===== src/rtl/reg_cmd_pkg.sv =====
// Shared types and default constants for the register-file command controller.
// No logic; the state encoding and opcode defaults live here so the bench and RTL agree.
package reg_cmd_pkg;

  localparam int DATA_W_DEF   = 8;
  localparam int ADDR_W_DEF   = 4;
  localparam int RF_DEPTH_DEF = 8;
  localparam int FRAME_TO_DEF = 255;
  localparam int RD_TO_DEF    = 4;
  localparam int TMR_W        = 8;

  localparam logic [7:0] WR_CMD_DEF   = 8'hAA;
  localparam logic [7:0] RD_CMD_DEF   = 8'hBB;
  localparam logic [7:0] ERR_BYTE_DEF = 8'hEE;

  typedef enum logic [2:0] {
    IDLE,
    WR_ADDR,
    WR_DATA,
    RD_ADDR,
    RD_WAIT,
    TX_SEND
  } state_t;

endpackage


===== src/rtl/reg_cmd_timeout.sv =====
// Loadable down-counter; expired pulses in the last cycle of a loaded window unless reloaded.
// Latency: load takes effect next cycle; no backpressure.
module reg_cmd_timeout #(
  parameter int W = 8
) (
  input  logic         CLK,
  input  logic         RST,
  input  logic         load,
  input  logic [W-1:0] load_val,
  output logic         expired
);

  logic [W-1:0] cnt;

  always_ff @(posedge CLK or negedge RST) begin
    if (!RST) begin
      cnt <= '0;
    end else if (load) begin
      cnt <= load_val;
    end else if (cnt != '0) begin
      cnt <= cnt - W'(1);
    end
  end

  // A window of load_val cycles ends on the cycle the count reads 1.
  assign expired = (cnt == W'(1)) && !load;

endmodule


===== src/rtl/reg_cmd_ctrl.sv =====
// UART byte-stream parser driving the register-file port; WrEn/RdEn one cycle after the last byte.
// Read reply goes out once TX_Busy is seen low; bytes arriving while a read is in flight are dropped.
module reg_cmd_ctrl
  import reg_cmd_pkg::*;
#(
  parameter int                    DATA_WIDTH    = DATA_W_DEF,
  parameter int                    ADDR_WIDTH    = ADDR_W_DEF,
  parameter int                    RF_DEPTH      = RF_DEPTH_DEF,
  parameter logic [DATA_WIDTH-1:0] WR_CMD        = WR_CMD_DEF,
  parameter logic [DATA_WIDTH-1:0] RD_CMD        = RD_CMD_DEF,
  parameter logic [DATA_WIDTH-1:0] ERR_BYTE      = ERR_BYTE_DEF,
  parameter int                    FRAME_TIMEOUT = FRAME_TO_DEF,
  parameter int                    RD_TIMEOUT    = RD_TO_DEF
) (
  input  logic                  CLK,
  input  logic                  RST,
  input  logic [DATA_WIDTH-1:0] RX_P_Data,
  input  logic                  RX_D_VLD,
  input  logic [DATA_WIDTH-1:0] RdData,
  input  logic                  RdData_Valid,
  input  logic                  TX_Busy,
  output logic                  WrEn,
  output logic                  RdEn,
  output logic [ADDR_WIDTH-1:0] Address,
  output logic [DATA_WIDTH-1:0] WrData,
  output logic [DATA_WIDTH-1:0] TX_P_Data,
  output logic                  TX_D_VLD,
  output logic                  Ctrl_Busy
);

  state_t           state;
  logic             wr_addr_ok;
  logic             rx_in_range;
  logic             tmr_load;
  logic [TMR_W-1:0] tmr_val;
  logic             tmr_expired;

  assign rx_in_range = (RF_DEPTH > int'(RX_P_Data));

  // Frame window restarts on every accepted byte; the read window also covers the RdEn cycle.
  always_comb begin
    tmr_load = 1'b0;
    tmr_val  = TMR_W'(FRAME_TIMEOUT);
    case (state)
      IDLE:    tmr_load = RX_D_VLD && (RX_P_Data == WR_CMD || RX_P_Data == RD_CMD);
      WR_ADDR: tmr_load = RX_D_VLD;
      RD_ADDR: begin
        tmr_load = RX_D_VLD && rx_in_range;
        tmr_val  = TMR_W'(RD_TIMEOUT + 1);
      end
      default: tmr_load = 1'b0;
    endcase
  end

  reg_cmd_timeout #(.W(TMR_W)) u_timeout (
    .CLK      (CLK),
    .RST      (RST),
    .load     (tmr_load),
    .load_val (tmr_val),
    .expired  (tmr_expired)
  );

  always_ff @(posedge CLK or negedge RST) begin
    if (!RST) begin
      state      <= IDLE;
      wr_addr_ok <= 1'b0;
      WrEn       <= 1'b0;
      RdEn       <= 1'b0;
      Address    <= '0;
      WrData     <= '0;
      TX_P_Data  <= '0;
      TX_D_VLD   <= 1'b0;
      Ctrl_Busy  <= 1'b0;
    end else begin
      WrEn <= 1'b0;
      RdEn <= 1'b0;
      case (state)
        IDLE: begin
          if (RX_D_VLD && RX_P_Data == WR_CMD) begin
            state     <= WR_ADDR;
            Ctrl_Busy <= 1'b1;
          end else if (RX_D_VLD && RX_P_Data == RD_CMD) begin
            state     <= RD_ADDR;
            Ctrl_Busy <= 1'b1;
          end
        end
        WR_ADDR: begin
          if (RX_D_VLD) begin
            Address    <= RX_P_Data[ADDR_WIDTH-1:0];
            wr_addr_ok <= rx_in_range;
            state      <= WR_DATA;
          end else if (tmr_expired) begin
            state     <= IDLE;
            Ctrl_Busy <= 1'b0;
          end
        end
        WR_DATA: begin
          if (RX_D_VLD) begin
            if (wr_addr_ok) begin
              WrData <= RX_P_Data;
              WrEn   <= 1'b1;
            end
            state     <= IDLE;
            Ctrl_Busy <= 1'b0;
          end else if (tmr_expired) begin
            state     <= IDLE;
            Ctrl_Busy <= 1'b0;
          end
        end
        RD_ADDR: begin
          if (RX_D_VLD) begin
            Address <= RX_P_Data[ADDR_WIDTH-1:0];
            if (rx_in_range) begin
              RdEn  <= 1'b1;
              state <= RD_WAIT;
            end else begin
              TX_P_Data <= ERR_BYTE;
              TX_D_VLD  <= !TX_Busy;
              state     <= TX_SEND;
            end
          end else if (tmr_expired) begin
            state     <= IDLE;
            Ctrl_Busy <= 1'b0;
          end
        end
        RD_WAIT: begin
          // Strobe is launched on entry when the transmitter is already idle, saving a cycle.
          if (RdData_Valid) begin
            TX_P_Data <= RdData;
            TX_D_VLD  <= !TX_Busy;
            state     <= TX_SEND;
          end else if (tmr_expired) begin
            TX_P_Data <= ERR_BYTE;
            TX_D_VLD  <= !TX_Busy;
            state     <= TX_SEND;
          end
        end
        TX_SEND: begin
          if (TX_D_VLD) begin
            TX_D_VLD  <= 1'b0;
            state     <= IDLE;
            Ctrl_Busy <= 1'b0;
          end else if (!TX_Busy) begin
            TX_D_VLD <= 1'b1;
          end
        end
        default: begin
          state     <= IDLE;
          TX_D_VLD  <= 1'b0;
          Ctrl_Busy <= 1'b0;
        end
      endcase
    end
  end

endmodule


===== config.mk =====
export PLATFORM = sky130hd
export DESIGN_NAME = reg_cmd_ctrl
export DESIGN_NICKNAME = d
export VERILOG_FILES = /design/src/rtl/reg_cmd_pkg.sv /design/src/rtl/reg_cmd_timeout.sv /design/src/rtl/reg_cmd_ctrl.sv
export SDC_FILE = /design/constraint.sdc
export NUM_CORES = 1
export LEC_CHECK = 0
export CAP_MARGIN = 20
export CORE_ASPECT_RATIO = 0.5
export CORE_MARGIN = 2
export CORE_UTILIZATION = 35
export DETAILED_ROUTE_END_ITERATION = 16
export DONT_BUFFER_PORTS = 1
export SYNTH_ARGS = -nofsm -noshare
export SYNTH_HDL_FRONTEND = slang
export SYNTH_HIERARCHICAL = 1
export SYNTH_SLANG_ARGS = --single-unit

===== constraint.sdc =====
create_clock -name CLK -period 2.43 [get_ports CLK]
set_input_delay 0.243 -clock CLK [delete_from_list [all_inputs] [get_ports CLK]]
set_output_delay 0.243 -clock CLK [all_outputs]
set_load 0.05 [all_outputs]

==> results by group <==
Timing
  – Maximum clock rate: 0.473 GHz
  – Minimum clock period after layout: roughly 2.1 ns
  – TNS Setup: 0 ns
  – Final hold vios: 0
  – Slew @ Worst Pin: ~0.6 ns
  – Final worst setup slack: approximately 0.32 ns
  – Max-slew headroom at the worst pin: 0.593
  – Fin crit share: 0.870
  – Final Skew: 0.00570 ns
  – Final Setup Violations: 0
  – Slew Limit Fails: 0
  – RSZ-0062 raised after global routing: false

Finish
  – Commonest non-fill, non-tap cells in the layout: dfrtp_1 (36), nand2_1 (13), mux2_2 (12), a21oi_1 (11)
  – Layout cells sized above 1: 0.191
  – Most common cell after layout, fill and taps aside: dfrtp_1
  – Number of fill cells: around 480
  – Nets: about 200
  – Final Core Density: 0.404
  – Antenna diode count: 0
  – Area grow syn2layout: 11.9%

Setup path
  – Critical path launch point type: flop
  – Max incr delay on CP: roughly 0.38 ns
  – Crit path max-delay family: compound AO/OA/AOI/OAI gates
  – Critical Path Sink Type: flop
  – Reg2reg setup slack: between 0.3 and 0.4 ns
  – Slowest stage cell, crit path: dfrtp_1
  – Critical Path Most Common Cell: a21oi_1
  – RR Startpoint: state[1]
  – Critical path startpoint: state[1]
  – Worst EP required: roughly 2.6 ns
  – Crit path max fanout: 4
  – Reg2Reg Depth: 9
  – Reg-to-Reg End: TX_D_VLD
  – Critical path data arrival time: 2.29 ns
  – CP Class: reg2reg
  – Critical path, cell by cell: inv_1, a21oi_1, a211oi_1, nor3_1, and3_1, or3_4, o211ai_2, a21oi_1, a31o_2
  – Buffers & Inverters on Critical Path: 1

Yosys
  – Synthesis Warnings: 6
  – Sequential area share after synthesis: 0.511
  – Async S/R FF share, synth: 1.00
  – Ys flop type: dfrtp_1
  – Syn Std Cell Area: around 1800 µm²
  – Syn Area/Cell: about 11 µm²
  – Number of synthesized flops with an enable pin: 0
  – Post-synth cell types: between 40 and 50
  – Flops & latches, synth: 36
  – Mapped Cells: roughly 170

Pwr
  – Static Leak: slightly above 0.8 nW
  – Sequential Power Share: 0.543
  – VDD IR-drop max: ~0.37 mV
  – Comb pwr share: 0.283
  – Clock share of power: 0.174
  – Psw: ~0.0012 W
  – Switching part of the total: 0.469
  – Int Pwr: between 0.001 and 0.0015 W
  – Pwr Density: about 1300 nW/µm²

Global routing
  – Grt ovf: 0
  – Vias in the first global route: 1283
  – Initial antenna violation count: 0
  – First-pass GRT wire length: a little over 6 mm
  – Tot GR Track Use: 0.143
  – Largest net degree at the start of global routing: 37

Worst hold path
  – Hold_sp: RdData[4]
  – Hold crit path type: in2reg
  – Worst Hold Endpoint: TX_P_Data[4]
  – Hold depth: 2

Floorplanning
  – I/O Pins: 45
  – Die Y: 54.2 µm
  – Rows: 18
  – Starting density of the core: 0.361
  – Die width: about 100 µm
  – Die Area: between 5000 and 6000 µm²
  – Core area: about 5000 µm²

CTS
  – Post-CTS resize count: 0
  – CTS tree: yes
  – CTS root buf: clkbuf_8
  – Total setup buffers inserted after CTS: 0
  – CTS sink count: 36
  – Clock Pin Slew Worst Setup and Hold Paths: about 0.07 ns
  – Clock Latency Late Sink: roughly 0.29 ns
  – Max H-tree Level: 2
  – Num CTS Buffers: 5
  – Longest Clk Path Bufs: 2

Routing
  – Drt drc: 0
  – WL met2: around 1.8 mm
  – Routed length on met1: around 1.6 mm
  – DR top layer: met4
  – Detail-routed net length per standard cell: approximately 15 µm
  – Total Wirelength: around 3.7 mm
  – Detail Route Antenna Nets: 0
  – Wire length on met3: 151 µm
  – Vias: 1264
  – Initial drt markers: 76
  – Initial DRT Pass Iterations: 5
  – Vias per cell: around 5.2

Place
  – Routability cong.: around 0.83
  – Detailed placement HPWL: around 2.6 mm
  – Pre-CTS WS: between 0.04 and 0.05 ns
  – Port bufs: 0

Outcome
  – Outcome: completed

Run
  – Max-Cap Viols: 0
[worst max-delay path by stage]
stage	end	slack, ns	cells past startpoint
global placement	TX_D_VLD	0.12	10
detailed placement	TX_P_Data[3]	0.05	10
global route	TX_P_Data[3]	0.06	9
finish	TX_D_VLD	0.32	9
CTS	TX_P_Data[3]	0.29	9
floorplan	TX_D_VLD	0.25	10
[metal layers]
layer,GRT usage,vias to the layer above
met5,0,-
met4,0.0698,0
met3,0.0303,4
met2,0.256,30
met1,0.171,621
li1,-,609
[layout make-up]
cell class,count,area [µm²],area share
Multi-Input combinational cell,114,791,0.401
Inverter,10,37.5,0.0190
Clock buffer,7,96.3,0.0488
Tap cell,70,87.6,0.0444
Sequential cell,36,901,0.457
Timing Repair Buffer,6,60.1,0.0304
[sequential cells by signal (all words and copies together), names as in the netlist]
register,flops
state,3
wr_addr_ok,1
TX_P_Data,8
Address,4
WrEn,1
Ctrl_Busy,1
WrData,8
RdEn,1
u_timeout/cnt,8
TX_D_VLD,1
[stage by stage]
stage	total power [W]	instances	cell area (µm²)	hold slack [ns]
floorplan	0.00202	166	1770	-0.0526
global placement	0.00216	234	1850	-0.0519
detailed placement	0.00219	234	1850	-0.0518
CTS	0.00267	243	1970	0.0702
global route	0.00282	243	1970	0.0655
finish	0.00265	243	1970	0.0775
[synthesized netlist by cell type, drive strengths merged, types with 3 or more instances]
cell type	number	area (µm²)
o211ai	3	27.5
a21oi	11	55.1
inv	10	37.5
nand4	3	18.8
o21ai	11	55.1
o22a	6	52.6
xnor2	4	35.0
nand2	14	55.1
buf	5	33.8
nor2	8	32.5
nand3	4	20.0
o22ai	3	18.8
xor2	3	26.3
dfrtp	36	901
ha	3	37.5
mux2	12	135
nor3	7	46.3
[power by group through the flow]
stage / Sequential (W) / Clock (W) / Combinational (W)
finish: 0.00144 / 0.000462 / 0.000749
global route: 0.00147 / 0.000504 / 0.000849
CTS: 0.00144 / 0.000474 / 0.000751
detailed placement: 0.00146 / 0 / 0.000728
global placement: 0.00145 / 0 / 0.000711
floorplan: 0.00141 / 0 / 0.000616
[cell families after synthesis]
logic type,share of synthesized area
adder cells (fa/ha/maj),0.0213
XOR/XNOR,0.0348
multiplexers,0.0767
AND/OR/NAND/NOR,0.150
buffers and inverters,0.0426
flip-flops,0.511
other,0.00213
AO/OA/AOI/OAI,0.161
[repair_timing]
action	in CTS	in global routing
hold buffers	2	0
setup endpoints to repair	0	0
endpoints found under the hold margin	36	0
[worst register-to-register path: stages (launching register included)]
cell	delay [ns]
dfrtp_1	0.38
inv_1	0.11
a21oi_1	0.08
a211oi_1	0.32
nor3_1	0.11
and3_1	0.22
or3_4	0.34
o211ai_2	0.14
a21oi_1	0.09
a31o_2	0.22
Note: power is estimated with default switching activity, not from simulation.
